## src/rtl/fifo_pkg.sv

```systemverilog
`default_nettype none
// ============================================================================
//  Module      : fifo_pkg
//  Description : Shared types, default constants and the wrapping pointer
//                increment helper for the parametrised synchronous FIFO.
//  Revision    : 1.0 - initial release
// ============================================================================
package fifo_pkg;

    // Behaviour of a write that arrives while the FIFO is full
    typedef enum logic {
        FIFO_REJECT    = 1'b0,
        FIFO_OVERWRITE = 1'b1
    } fifo_mode_e;

    localparam int c_DEF_DATA_W   = 8;
    localparam int c_DEF_DEPTH    = 16;
    localparam int c_DEF_AE_LEVEL = 2;

    // Pointer increment with an explicit wrap at depth-1, so non-power-of-two
    // depths never step into the unused upper addresses.
    function automatic logic [31:0] wrap_inc(input logic [31:0] ptr,
                                             input logic [31:0] depth);
        return (ptr == depth - 32'd1) ? 32'd0 : ptr + 32'd1;
    endfunction

endpackage
`default_nettype wire

```

## src/rtl/ptr_ctr.sv

```systemverilog
`default_nettype none
// ============================================================================
//  Module      : ptr_ctr
//  Description : Wrapping address pointer, 0..DEPTH-1, advanced by en.
//  Revision    : 1.0 - initial release
// ============================================================================
module ptr_ctr
    import fifo_pkg::*;
#(
    parameter int ADDR_W = 4,
    parameter int DEPTH  = 16
) (
    input  logic              clk,
    input  logic              rst_n,
    input  logic              en,
    output logic [ADDR_W-1:0] ptr
);

    logic [ADDR_W-1:0] ptr_q;
    logic [ADDR_W-1:0] ptr_d;

    // Next pointer: hold, or step with wrap at DEPTH-1
    always_comb begin
        ptr_d = ptr_q;
        if (en) begin
            ptr_d = ADDR_W'(wrap_inc(32'(ptr_q), 32'(DEPTH)));
        end
    end

    // Pointer register, cleared by reset
    always_ff @(posedge clk) begin
        if (!rst_n) begin
            ptr_q <= '0;
        end else begin
            ptr_q <= ptr_d;
        end
    end

    assign ptr = ptr_q;

endmodule
`default_nettype wire

```

## src/rtl/sync_fifo_param.sv

```systemverilog
`default_nettype none
// ============================================================================
//  Module      : sync_fifo_param
//  Description : Single-clock first-word-fall-through FIFO with configurable
//                width/depth, reject or overwrite-oldest full policy,
//                threshold flags and registered error/drop strobes.
//  Revision    : 1.0 - initial release
// ============================================================================
module sync_fifo_param
    import fifo_pkg::*;
#(
    parameter int DATA_W    = c_DEF_DATA_W,
    parameter int DEPTH     = c_DEF_DEPTH,
    parameter int ADDR_W    = $clog2(DEPTH),
    parameter int OVERWRITE = 0,
    parameter int AF_LEVEL  = DEPTH - 2,
    parameter int AE_LEVEL  = c_DEF_AE_LEVEL
) (
    input  logic              clk,
    input  logic              rst_n,
    input  logic              wen,
    input  logic [DATA_W-1:0] wdata,
    input  logic              ren,
    output logic [DATA_W-1:0] rdata,
    output logic [ADDR_W:0]   count,
    output logic              full,
    output logic              empty,
    output logic              almost_full,
    output logic              almost_empty,
    output logic              overflow,
    output logic              underflow,
    output logic              dropped
);

    localparam int         c_CNT_W = ADDR_W + 1;
    localparam fifo_mode_e c_MODE  = (OVERWRITE != 0) ? FIFO_OVERWRITE : FIFO_REJECT;

    logic [DATA_W-1:0]  mem_q [DEPTH];
    logic [c_CNT_W-1:0] count_q;
    logic [c_CNT_W-1:0] count_d;
    logic               ovf_q;
    logic               unf_q;
    logic               drop_q;

    logic [ADDR_W-1:0]  w_waddr;
    logic [ADDR_W-1:0]  w_raddr;
    logic               w_full;
    logic               w_empty;
    logic               w_wr_only_full;
    logic               w_wr_acc;
    logic               w_rd_acc;
    logic               w_ovf;
    logic               w_unf;
    logic               w_drop;

    // Flags depend only on the count register, so they cannot glitch on inputs
    assign w_full  = (count_q == c_CNT_W'(DEPTH));
    assign w_empty = (count_q == '0);

    // A lone write against a full FIFO is the only case where policy matters
    assign w_wr_only_full = wen && !ren && w_full;

    // Write goes in unless full-and-rejecting with no simultaneous read.
    // Read pops when data exists, or implicitly when an overwrite evicts the head.
    assign w_wr_acc = wen && (!w_full || ren || (c_MODE == FIFO_OVERWRITE));
    assign w_rd_acc = (ren && !w_empty) ||
                      (w_wr_only_full && (c_MODE == FIFO_OVERWRITE));

    assign w_ovf  = w_wr_only_full && (c_MODE == FIFO_REJECT);
    assign w_drop = w_wr_only_full && (c_MODE == FIFO_OVERWRITE);
    assign w_unf  = ren && w_empty;

    ptr_ctr #(
        .ADDR_W (ADDR_W),
        .DEPTH  (DEPTH)
    ) u_wptr (
        .clk    (clk),
        .rst_n  (rst_n),
        .en     (w_wr_acc),
        .ptr    (w_waddr)
    );

    ptr_ctr #(
        .ADDR_W (ADDR_W),
        .DEPTH  (DEPTH)
    ) u_rptr (
        .clk    (clk),
        .rst_n  (rst_n),
        .en     (w_rd_acc),
        .ptr    (w_raddr)
    );

    // Storage array: written on accepted writes, never reset
    always_ff @(posedge clk) begin
        if (w_wr_acc) begin
            mem_q[w_waddr] <= wdata;
        end
    end

    // Occupancy next-state: only a lone accepted write or read moves it
    always_comb begin
        count_d = count_q;
        if (w_wr_acc && !w_rd_acc) begin
            count_d = count_q + c_CNT_W'(1);
        end else if (w_rd_acc && !w_wr_acc) begin
            count_d = count_q - c_CNT_W'(1);
        end
    end

    // Occupancy and one-cycle strobe registers
    always_ff @(posedge clk) begin
        if (!rst_n) begin
            count_q <= '0;
            ovf_q   <= 1'b0;
            unf_q   <= 1'b0;
            drop_q  <= 1'b0;
        end else begin
            count_q <= count_d;
            ovf_q   <= w_ovf;
            unf_q   <= w_unf;
            drop_q  <= w_drop;
        end
    end

    assign rdata        = mem_q[w_raddr];
    assign count        = count_q;
    assign full         = w_full;
    assign empty        = w_empty;
    assign almost_full  = (int'(count_q) >= AF_LEVEL);
    assign almost_empty = (int'(count_q) <= AE_LEVEL);
    assign overflow     = ovf_q;
    assign underflow    = unf_q;
    assign dropped      = drop_q;

`ifdef FORMAL
    logic [31:0] f_diff;
    assign f_diff = (32'(w_waddr) + 32'(DEPTH) - 32'(w_raddr)) % 32'(DEPTH);

    // Structural invariants of pointers, occupancy and strobes
    always @(posedge clk) begin
        if (rst_n) begin
            assert (32'(count_q) <= 32'(DEPTH));
            assert (32'(w_waddr) < 32'(DEPTH));
            assert (32'(w_raddr) < 32'(DEPTH));
            assert (32'(count_q) % 32'(DEPTH) == f_diff);
            assert (!(ovf_q && drop_q));
        end
    end
`endif

endmodule
`default_nettype wire

```

## config.mk

```make
export PLATFORM = sky130hd
export DESIGN_NAME = sync_fifo_param
export DESIGN_NICKNAME = d
export VERILOG_FILES = /design/src/rtl/fifo_pkg.sv /design/src/rtl/ptr_ctr.sv /design/src/rtl/sync_fifo_param.sv
export SDC_FILE = /design/constraint.sdc
export NUM_CORES = 1
export LEC_CHECK = 0
export CORE_MARGIN = 4
export CORE_UTILIZATION = 59
export DETAILED_ROUTE_END_ITERATION = 10
export PLACE_DENSITY_LB_ADDON = 0.1
export SYNTH_ARGS = -nofsm -noshare
export SYNTH_HDL_FRONTEND = slang
export SYNTH_HIERARCHICAL = 1
export SYNTH_SLANG_ARGS = --single-unit
```

## constraint.sdc

```tcl
create_clock -name clk -period 3.3 [get_ports clk]
set_input_delay 0.33 -clock clk [delete_from_list [all_inputs] [get_ports clk]]
set_output_delay 0.33 -clock clk [all_outputs]
set_load 0.005 [all_outputs]
```

==> results.json <==
{
  "status": "complete, no violations",
  "final_nets": 384,
  "drv_cap": 0,
  "die_area_um2": 11500,
  "path_clk_slew_ns": 0.06,
  "synth_area_um2": 5830,
  "leakage_uw": 0.00232,
  "worst_slew_pin_slew_ns": 0.682,
  "fin_ws_ns": 0.184,
  "syn_nets": 327,
  "crit_required_ns": 2.97,
  "finalSetupViolCount": 0,
  "synth-async-reset-ratio_pct": 0,
  "synth_top_area_share_pct": 65.9,
  "fin_crit_sh_pct": 94.4,
  "syn_inst": 308,
  "start_kind": "register",
  "dp_cells": 479,
  "die_h_um": 107,
  "vias": 3032,
  "synth_seq_area_share_pct": 71.1,
  "cpPeakStageDelay_ns": 0.58,
  "tns_ns": 0,
  "yosys_warnings": 6,
  "finalHoldViolations": 0,
  "crit_arrival_ns": 2.79,
  "hold_ws_ns": 0.456,
  "holdCritStartpoint": "ren",
  "fp.dieW_um": 107,
  "whs_endpoint": "underflow",
  "dr.pass1.iters": 5,
  "rows": 36,
  "worst_clock_skew_ns": 0.00565,
  "globalRouteMet3Util_pct": 6.30,
  "synth_compound_area_share_pct": 4.19,
  "clock_path_buffers": 2,
  "power_density_nw_per_um2": 690,
  "initial_core_util_pct": 60.2,
  "yosysUniqueCellTypes": 44,
  "clk_latency_ns": 0.52,
  "avgSynthCellArea_um2": 18.9,
  "power.total_uw": 4730,
  "max_slew_margin_pct": 54.5,
  "cts_setup_buffers": 0,
  "grt_overflow_total": 0,
  "min_period_ns": 3.12,
  "synthMuxAreaShare_pct": 14.0,
  "synth_adder_area_share_pct": 1.63,
  "yosys.area_share.simple_pct": 6.68,
  "postCtsResizedCells": 0,
  "grt_pass1_wl_um": 17300,
  "busiest_layer": "met2",
  "met2_usage_pct": 33.7,
  "fmax_ghz": 0.321,
  "cp_cell_sequence": "buf_4, mux4_1, a22oi_1, nand2_1, clkdlybuf4s50_1",
  "gp_congestion": 0.773,
  "drcViolationCount": 0,
  "fin_cells": 509,
  "synth_edf_count": 128,
  "reg2reg_depth": 8,
  "grt_use_met1_pct": 28.0,
  "synth_area_leaders": "edfxtp_1, mux4_2, mux4_1",
  "nFillCells": 625,
  "synth.largest_area_cell": "edfxtp_1",
  "rr_startpoint": "count[0]",
  "port_buffers": 30,
  "timing.final.max_slew_violations": 0,
  "diodes": 0,
  "cts_root_buf": "clkbuf_8",
  "cts_buffers": 17,
  "hpwl_um": 7040,
  "routed_wl_um": 11100,
  "cts_hold_buf": 0,
  "pre_cts_ws_ns": 0.452,
  "coreArea_um2": 9680,
  "rr_endpoint": "count[3]",
  "syn2layout_area_growth_pct": 17.5,
  "critPathKind": "register to output pin",
  "antenna_found_initial": 0,
  "io_pins": 32,
  "htreeDepth": 4,
  "cpMaxStageDelayCell": "mux4_1",
  "grt_pass1_vias": 3069,
  "synth-xor-area-share_pct": 0.601,
  "tritoncts": "done",
  "wl_per_cell_um": 21.8,
  "drt_iter0_markers": 223,
  "crit_path_end_kind": "output pin",
  "holdCritPathClass": "input port to register",
  "synth_top_family_by_area": "multiplexers",
  "grt_use_total_pct": 21.1,
  "grt_setup_unrepaired": "false",
  "ys_ff_latch": 143,
  "ant_nets": 0,
  "vias_per_cell": 5.96,
  "reg2reg_slack_ns": 0.54,
  "hold_depth": 2,
  "clock-sinks": 143,
  "grt_max_degree": 37,
  "drive_gt1_share_pct": 18.1,
  "cp_max_fo": 13,
  "max-vdd-ir-drop_v": 0.000389,
  "startpoint": "u_rptr/ptr[0]",
  "synth_ff_type": "edfxtp_1"
}
## routing by layer
metal | vias to the layer above | wire length, um
li1 | 1383 | -
met1 | 1534 | 4620
met2 | 102 | 5590
met3 | 13 | 737
met4 | 0 | 159
met5 | - | 0
## critical path, delay by kind of cell (launching register included)
kind	cells	cell delay (ns)
multiplexers	1	0.58
AO/OA/AOI/OAI	1	0.23
buffers and inverters	2	0.80
AND/OR/NAND/NOR	1	0.12
flip-flops	1	0.52
## how the worst max path moves through the flow
stage	end	depth (start not counted)
2_1_floorplan	count[3]	9
3_3_place_gp	count[3]	10
3_5_place_dp	count[3]	10
4_1_cts	rdata[5]	5
5_1_grt	rdata[5]	5
6_report	rdata[5]	5
## power breakdown
part | total [uW] | switching [uW] | internal, uW
logic | 979 | 429 | 550
registers | 2120 | 81.8 | 2040
clock network | 1620 | 652 | 973
total | 4730 | 1160 | 3560
## area by class of cell
class                   count  area (um^2)  area share, %
flip-flops and latches    143         4150           60.5
multi-input cells         151         1580           23.1
repair buffers             50          450           6.58
clock buffers              20          425           6.21
well taps                 133          166           2.43
clock inverters            10         73.8           1.08
inverters                   2         7.51          0.110
## registers in the layout (all words and copies together) (netlist names)
| signal | cells |
|---|---|
| count | 5 |
| u_rptr/ptr | 4 |
| mem_q | 128 |
| underflow | 1 |
| overflow | 1 |
| u_wptr/ptr | 4 |
## layout by cell type, fill, tap and decap left out, drive strengths merged, types with 5 or more instances in the layout
cell type,count
and2,7
buf,20
nand2b,5
ha,6
clkbuf,20
dfxtp,15
clkdlybuf4s50,30
mux4,32
edfxtp,128
nand2,13
nand3,7
nor2,15
a22oi,16
clkinv,9
## synthesized netlist by cell type (2+ instances only)
| master | count |
|---|---|
| dfxtp_1 | 15 |
| nor2b_1 | 4 |
| nand4b_1 | 3 |
| buf_4 | 2 |
| a22oi_1 | 16 |
| a41o_1 | 2 |
| edfxtp_1 | 128 |
| nand3_1 | 7 |
| nand2b_1 | 5 |
| mux4_1 | 14 |
| ha_1 | 6 |
| nand2_2 | 2 |
| nor2_1 | 15 |
| a21oi_1 | 4 |
| o21ai_0 | 2 |
| and3_1 | 2 |
| inv_1 | 2 |
| nor3_1 | 4 |
| and2_1 | 7 |
| mux4_2 | 18 |
| nand3b_1 | 3 |
| buf_2 | 3 |
| nand2_1 | 11 |
| xnor2_1 | 4 |
| a21boi_0 | 2 |
| clkdlybuf4s25_2 | 3 |
| o211a_1 | 2 |
| buf_6 | 3 |
| mux2i_1 | 4 |
## per-stage QoR
stage | instance area (um^2) | util, %
6_report | 6850 | 70.7
2_1_floorplan | 5830 | -
5_1_grt | 6850 | 70.7
4_1_cts | 6850 | 70.7
3_5_place_dp | 6350 | 65.6
3_3_place_gp | 6350 | 65.6
## logic make-up after synthesis
kind of cell,after synthesis
simple gates,70
other cells,1
buf+inv,14
fa+ha+maj,7
mux,36
compound gates,33
flops,143
xor+xnor,4
Power figures use the tool's default switching activity.
